==> config.mk <==
export PLATFORM = sky130hd
export DESIGN_NAME = fv_cov_multi
export DESIGN_NICKNAME = d
export VERILOG_FILES = /design/src/rtl/fv_cov_multi.sv
export SDC_FILE = /design/constraint.sdc
export NUM_CORES = 1
export LEC_CHECK = 0
export BUFFER_PORTS_ARGS = -buffer_cell sky130_fd_sc_hd__buf_2
export CAP_MARGIN = 20
export CELL_PAD_IN_SITES_DETAIL_PLACEMENT = 1
export CELL_PAD_IN_SITES_GLOBAL_PLACEMENT = 2
export CORE_MARGIN = 5
export CORE_UTILIZATION = 30
export DETAILED_ROUTE_END_ITERATION = 7
export PLACE_DENSITY_LB_ADDON = 0.1
export SLEW_MARGIN = 30
export SYNTH_ARGS = -nofsm -noshare
export SYNTH_HDL_FRONTEND = slang
export SYNTH_SLANG_ARGS = --single-unit
==> constraint.sdc <==
create_clock -name clk -period 6.51 [get_ports clk]
set_input_delay 0.651 -clock clk [delete_from_list [all_inputs] [get_ports clk]]
set_output_delay 0.651 -clock clk [all_outputs]
set_load 0.05 [all_outputs]
==> src/rtl/fv_cov_multi.sv <==
// Multi-lane instruction-class coverage monitor with saturating counters and registered readout.
// Optional RAW-adjacency hazard counting is built when FV_COV_HAZARD_EN is defined.
module fv_cov_multi #(
  parameter int          LANES   = 2,
  parameter int          INSTR_W = 32,
  parameter int          CNT_W   = 16,
  parameter int unsigned GOAL    = 1
) (
  input  logic                     clk,
  input  logic                     reset,
  input  logic                     clear,
  input  logic [LANES-1:0]         instr_valid,
  input  logic [LANES*INSTR_W-1:0] instr,
  input  logic                     rd_en,
  input  logic [3:0]               rd_sel,
  output logic [CNT_W-1:0]         rd_data,
  output logic                     rd_valid,
  output logic [10:0]              class_covered,
  output logic                     all_covered,
  output logic [CNT_W-1:0]         total_cnt,
  output logic [CNT_W-1:0]         hazard_cnt
);

  localparam int NCLS = 11;
  localparam logic [CNT_W-1:0] GOAL_C = CNT_W'(GOAL);

  function automatic logic [3:0] classify(input logic [6:0] op);
    case (op)
      7'b0000011: classify = 4'd0;
      7'b0100011: classify = 4'd1;
      7'b1100011: classify = 4'd2;
      7'b1101111: classify = 4'd3;
      7'b1100111: classify = 4'd4;
      7'b0110011: classify = 4'd5;
      7'b0010011: classify = 4'd6;
      7'b0110111: classify = 4'd7;
      7'b0010111: classify = 4'd8;
      7'b1110011: classify = 4'd9;
      default:    classify = 4'd10;
    endcase
  endfunction

  // Increment is at most LANES (<= 8); one extra bit is enough to detect overflow.
  function automatic logic [CNT_W-1:0] sat_add(input logic [CNT_W-1:0] a, input logic [3:0] n);
    logic [CNT_W:0] s;
    s = {1'b0, a} + {{(CNT_W-3){1'b0}}, n};
    sat_add = s[CNT_W] ? {CNT_W{1'b1}} : s[CNT_W-1:0];
  endfunction

  logic [3:0]       lane_cls_p0 [LANES];
  logic [3:0]       cls_inc_p0  [NCLS];
  logic [3:0]       tot_inc_p0;
  logic [CNT_W-1:0] cls_nxt_p0  [NCLS];
  logic [CNT_W-1:0] rd_mux_p0;
  logic [CNT_W-1:0] cls_cnt_p1  [NCLS];
  logic             unused_instr;

  assign unused_instr = ^instr;

  // p0: per-lane decode and per-class increment counts
  always_comb begin
    tot_inc_p0 = 4'd0;
    for (int k = 0; k < NCLS; k++) cls_inc_p0[k] = 4'd0;
    for (int l = 0; l < LANES; l++) begin
      lane_cls_p0[l] = classify(instr[l*INSTR_W +: 7]);
      if (instr_valid[l]) begin
        tot_inc_p0 = tot_inc_p0 + 4'd1;
        for (int k = 0; k < NCLS; k++)
          if (lane_cls_p0[l] == 4'(k)) cls_inc_p0[k] = cls_inc_p0[k] + 4'd1;
      end
    end
  end

  always_comb begin
    for (int k = 0; k < NCLS; k++) cls_nxt_p0[k] = sat_add(cls_cnt_p1[k], cls_inc_p0[k]);
  end

  // Readout samples the pre-increment (and pre-clear) counter values.
  always_comb begin
    rd_mux_p0 = '0;
    for (int k = 0; k < NCLS; k++)
      if (rd_sel == 4'(k)) rd_mux_p0 = cls_cnt_p1[k];
    if (rd_sel == 4'd11) rd_mux_p0 = total_cnt;
    if (rd_sel == 4'd12) rd_mux_p0 = hazard_cnt;
  end

  // p1: counters, coverage flags and readout registers
  always_ff @(posedge clk) begin
    if (reset) begin
      for (int k = 0; k < NCLS; k++) cls_cnt_p1[k] <= '0;
      total_cnt     <= '0;
      class_covered <= '0;
      rd_data       <= '0;
      rd_valid      <= 1'b0;
    end else begin
      rd_valid <= rd_en;
      if (rd_en) rd_data <= rd_mux_p0;
      if (clear) begin
        for (int k = 0; k < NCLS; k++) cls_cnt_p1[k] <= '0;
        total_cnt     <= '0;
        class_covered <= '0;
      end else begin
        for (int k = 0; k < NCLS; k++) begin
          cls_cnt_p1[k]    <= cls_nxt_p0[k];
          class_covered[k] <= (cls_nxt_p0[k] >= GOAL_C);
        end
        total_cnt <= sat_add(total_cnt, tot_inc_p0);
      end
    end
  end

  assign all_covered = &class_covered[9:0];

`ifdef FV_COV_HAZARD_EN
  function automatic logic writes_rd(input logic [3:0] c);
    writes_rd = (c == 4'd0) || (c == 4'd3) || (c == 4'd4) || (c == 4'd5) ||
                (c == 4'd6) || (c == 4'd7) || (c == 4'd8);
  endfunction

  logic       prev_vld_p1;
  logic       prev_wr_p1;
  logic [4:0] prev_rd_p1;
  logic       chain_vld_p0;
  logic       chain_wr_p0;
  logic [4:0] chain_rd_p0;
  logic [3:0] haz_inc_p0;

  // p0: walk lanes in program order, each valid lane becomes the producer for the next
  always_comb begin
    chain_vld_p0 = prev_vld_p1;
    chain_wr_p0  = prev_wr_p1;
    chain_rd_p0  = prev_rd_p1;
    haz_inc_p0   = 4'd0;
    for (int l = 0; l < LANES; l++) begin
      if (instr_valid[l]) begin
        if (chain_vld_p0 && chain_wr_p0 && (chain_rd_p0 != 5'd0) &&
            ((chain_rd_p0 == instr[l*INSTR_W+15 +: 5]) ||
             (chain_rd_p0 == instr[l*INSTR_W+20 +: 5])))
          haz_inc_p0 = haz_inc_p0 + 4'd1;
        chain_vld_p0 = 1'b1;
        chain_wr_p0  = writes_rd(lane_cls_p0[l]);
        chain_rd_p0  = instr[l*INSTR_W+7 +: 5];
      end
    end
  end

  // p1: producer history persists across idle cycles
  always_ff @(posedge clk) begin
    if (reset) begin
      prev_vld_p1 <= 1'b0;
      hazard_cnt  <= '0;
    end else if (clear) begin
      prev_vld_p1 <= 1'b0;
      hazard_cnt  <= '0;
    end else begin
      prev_vld_p1 <= chain_vld_p0;
      hazard_cnt  <= sat_add(hazard_cnt, haz_inc_p0);
    end
  end

  always_ff @(posedge clk) begin
    prev_wr_p1 <= chain_wr_p0;
    prev_rd_p1 <= chain_rd_p0;
  end
`else
  assign hazard_cnt = '0;
`endif

endmodule

==> results.txt <==
----------------------------------------------------
[Run status]
  Outcome ... complete, no violations

[Setup path]
  Startpoint of the lowest-slack register-to-register path ... total_cnt[0]
  Required time of the critical path ... 6.98 ns
  Largest driver fanout on the critical path ... 14
  Critical path endpoint category ... flop
  FF-to-FF End ... total_cnt[15]
  CP max-delay cell ... o31ai_1
  Internal reg-to-reg setup slack ... 3.34 ns
  Gate family responsible for the most delay along the worst path ... simple AND/OR/NAND/NOR gates
  Crit Path Class ... in2reg
  Arrival time worst endpoint ... 5.43 ns
  Cell chain of the critical path ... buf_2 > and2b_1 > and2_1 > o21ai_0 > a211oi_1 > or3b_2 > o31ai_1 > ha_1 > inv_1 > fa_1 > nand4b_1 > nor4_1 > nand2b_1 > buf_4 > and4b_1 > a41oi_1
  Launching element type of the critical path ... input port
  Worst Reg2Reg Path Length in Cells ... 8
  Max stage delay on crit path ... 0.67 ns
  Worst path bufs/invs ... 3

[Placement]
  PortBufs ... between 60 and 70
  Placer's final routability congestion estimate ... about 0.82
  Dpl ws ... 0.915 ns
  DP Wirelength ... ~42000 um

[CTS]
  CTS Hold Buffers Added ... 0
  Post-CTS repair timing setup buffer count ... 0
  Number of CTS-inserted buffers ... 31
  Total of cells resized after clock tree synthesis ... 0
  Clock insertion delay at the later pin of the skew report ... 0.57 ns
  Clk slew on worst S/H paths ... 0.06 ns
  Clk sinks ... 220
  TritonCTS clock tree ... built
  Root Buffer Master ... clkbuf_16
  Number of levels in the clock H-tree ... 1
  Maximum buffer depth of the clock tree ... 3

[GRT]
  Wire length of the first global-routing pass ... 85500 um
  Initial antenna violation count ... 1
  GR Overflow Total ... 0
  Total GRT Usage ... 19.1%
  Via count of the first global-routing pass ... 13900
  Pin count of the biggest net entering global routing ... between 150 and 200

[Worst hold path]
  Worst hold stages ... 3
  End of the worst hold path ... rd_data[7]
  Hold WC Path Type ... in2reg
  Worst Min Path Start ... rd_en

[Timing]
  Period utilization ... 76.3%
  Worst Setup Slack, final ... roughly 1.5 ns
  Final setup skew ... 0.0121 ns
  Final total negative setup slack ... 0 ns
  Max-slew violations ... 0
  Final hold violation count ... 0
  Final Critical Period ... 4.97 ns
  Unrepaired setup endpoints after global routing ... false
  Highest clock rate ... 0.201 GHz
  Slew at the pin closest to its max-slew limit ... between 0.9 and 1 ns
  Max-Slew Margin vs Limit ... 34.0%
  Number of setup violations in the final report ... 0

[Run]
  Number of max-cap violations ... 0

[Cells and area]
  Commonest non-fill, non-tap cells in the layout ... 208 x a21oi_1, 192 x conb_1, 176 x edfxtp_1
  Commonest non-fill, non-tap cell in the layout ... a21oi_1
  Count of filler cells inserted in the layout ... roughly 6200
  Total Nets Final ... 2063
  Syn-to-layout area delta ... 15.6%
  Share of cells above drive strength 1 ... a little under a tenth

[Routing]
  Length of routed wiring on met1 ... about 27000 um
  Wire length per cell after detailed routing ... 21.2 um
  Violation count after the first detailed-route iteration ... between 1000 and 1500
  Wire length on met2 ... 25700 um
  Post-route DRC violation count ... 0
  DR vias/cell ... around 5.3
  Detailed-router iteration count before antenna repair ... 5
  Drt total wl ... 56400 um
  Amount of wire on met3 after detailed routing ... around 2100 um
  Total vias in the final route ... 14000
  Highest metal layer with signal wires ... met4
  Number of nets with antenna violations after routing ... 0

[Die]
  Die height ... between 200 and 250 um
  Core region area ... 0.0523 mm2
  Die W ... 239 um
  Area of the die ... 0.0572 mm2
  Cell Rows ... 84
  Initial Util ... 30.1%
  I/O pin count ... between 100 and 150

[Synthesis]
  Sequential area share after synthesis ... 39.1%
  Post-synthesis sequential element count ... 220
  Number of warnings reported in the yosys synthesis log ... 0
  Fraction of registers with async set/reset ... 0%
  Avg Inst Size Synth ... between 8 and 9 um2
  Number of distinct library cells after synthesis ... 79
  Count of flip-flops with a built-in enable after synthesis ... 176
  Synthesized instance count ... 1777
  Most instantiated flip-flop cell in the synthesis netlist ... edfxtp_1
  Post-synth design cell area ... 0.0158 mm2

[Power and ir drop]
  Max IR drop VDD ... ~0.20 mV
  Lkg Pwr ... approximately 0.0067 uW
  Power per unit of standard cell area ... 211 mW/mm2

----------------------------------------------------
==> through the flow <==
stage	utilization (%)	hold slack (ns)	instances	area, um2	total power, uW
6_report	34.8	0.466	2654	18200	3840
5_1_grt	34.8	0.465	2653	18200	4020
4_1_cts	34.8	0.425	2652	18200	3900
3_5_place_dp	32.8	0.491	2595	17200	2180
3_3_place_gp	32.8	0.494	2595	17200	2180
2_1_floorplan	-	0.612	1967	16500	2020
==> Yosys cell counts, types with 20 or more instances <==
cell | instances | area [um2]
clkbuf_1 | 101 | 379
nand4_1 | 34 | 213
nor3_1 | 44 | 220
nand2b_1 | 22 | 138
a221oi_1 | 20 | 175
nand2_1 | 149 | 559
a21oi_1 | 208 | 1040
edfxtp_1 | 176 | 5290
nand3_1 | 82 | 410
nor2b_1 | 26 | 163
mux2i_1 | 30 | 300
xor2_1 | 46 | 403
inv_1 | 68 | 255
o21ai_0 | 70 | 350
nor2_1 | 146 | 548
dfxtp_1 | 44 | 881
and3_1 | 34 | 213
ha_1 | 36 | 450
xnor2_1 | 61 | 534
a31oi_1 | 24 | 150
==> layout make-up <==
type	instances	area, um2	area share, %
Sequential cell	220	6170	33.8
Tap cell	688	861	4.72
Multi-Input combinational cell	1539	9470	51.9
Timing Repair Buffer	79	455	2.50
Inverter	70	263	1.44
Clock buffer	47	958	5.26
Antenna cell	1	2.50	0.0137
Clock inverter	10	50.0	0.275
==> state kept, by name, indices dropped and copies added, names as in the netlist <==
register	flops
rd_data	16
class_covered	11
total_cnt	16
cls_cnt_p1	176
rd_valid	1
==> worst max-delay path by stage <==
stage	startpoint	to	slack (ns)	depth (start not counted)
floorplan	instr[4]	cls_cnt_p1[6][14]	2.01	18
global placement	instr[4]	class_covered[4]	1.02	16
detailed placement	instr[4]	class_covered[4]	0.92	16
CTS	instr[4]	class_covered[4]	1.50	16
global route	instr[4]	cls_cnt_p1[5][5]	1.11	17
finish	instr[4]	class_covered[4]	1.54	16
==> report_power, final <==
part           switching, uW  internal (uW)  leakage (uW)
registers                126           1590       0.00217
logic                    290            147       0.00402
clock network            679           1010      0.000510
==> layer usage <==
metal  global-route usage (%)  vias up
met5                        0        -
met4                     5.05        0
met3                     2.25       66
met2                     30.8      202
met1                     27.3     6948
li1                         -     6763
==> worst reg2reg max path, delay by kind of cell, from the launching register on <==
kind	cells	cell delay, ns
buf+inv	1	0.06
simple gates	4	1.86
compound gates	1	0.11
fa+ha+maj	2	0.69
flops	1	0.40
==> cells by family after synthesis <==
group	share of synthesized area, %
flip-flops	39.1
other	0.0476
multiplexers	4.33
AO/OA/AOI/OAI	19.4
AND/OR/NAND/NOR	21.4
buffers and inverters	5.46
adder cells (fa/ha/maj)	4.38
XOR/XNOR	5.94
Power figures use the tool's default switching activity.
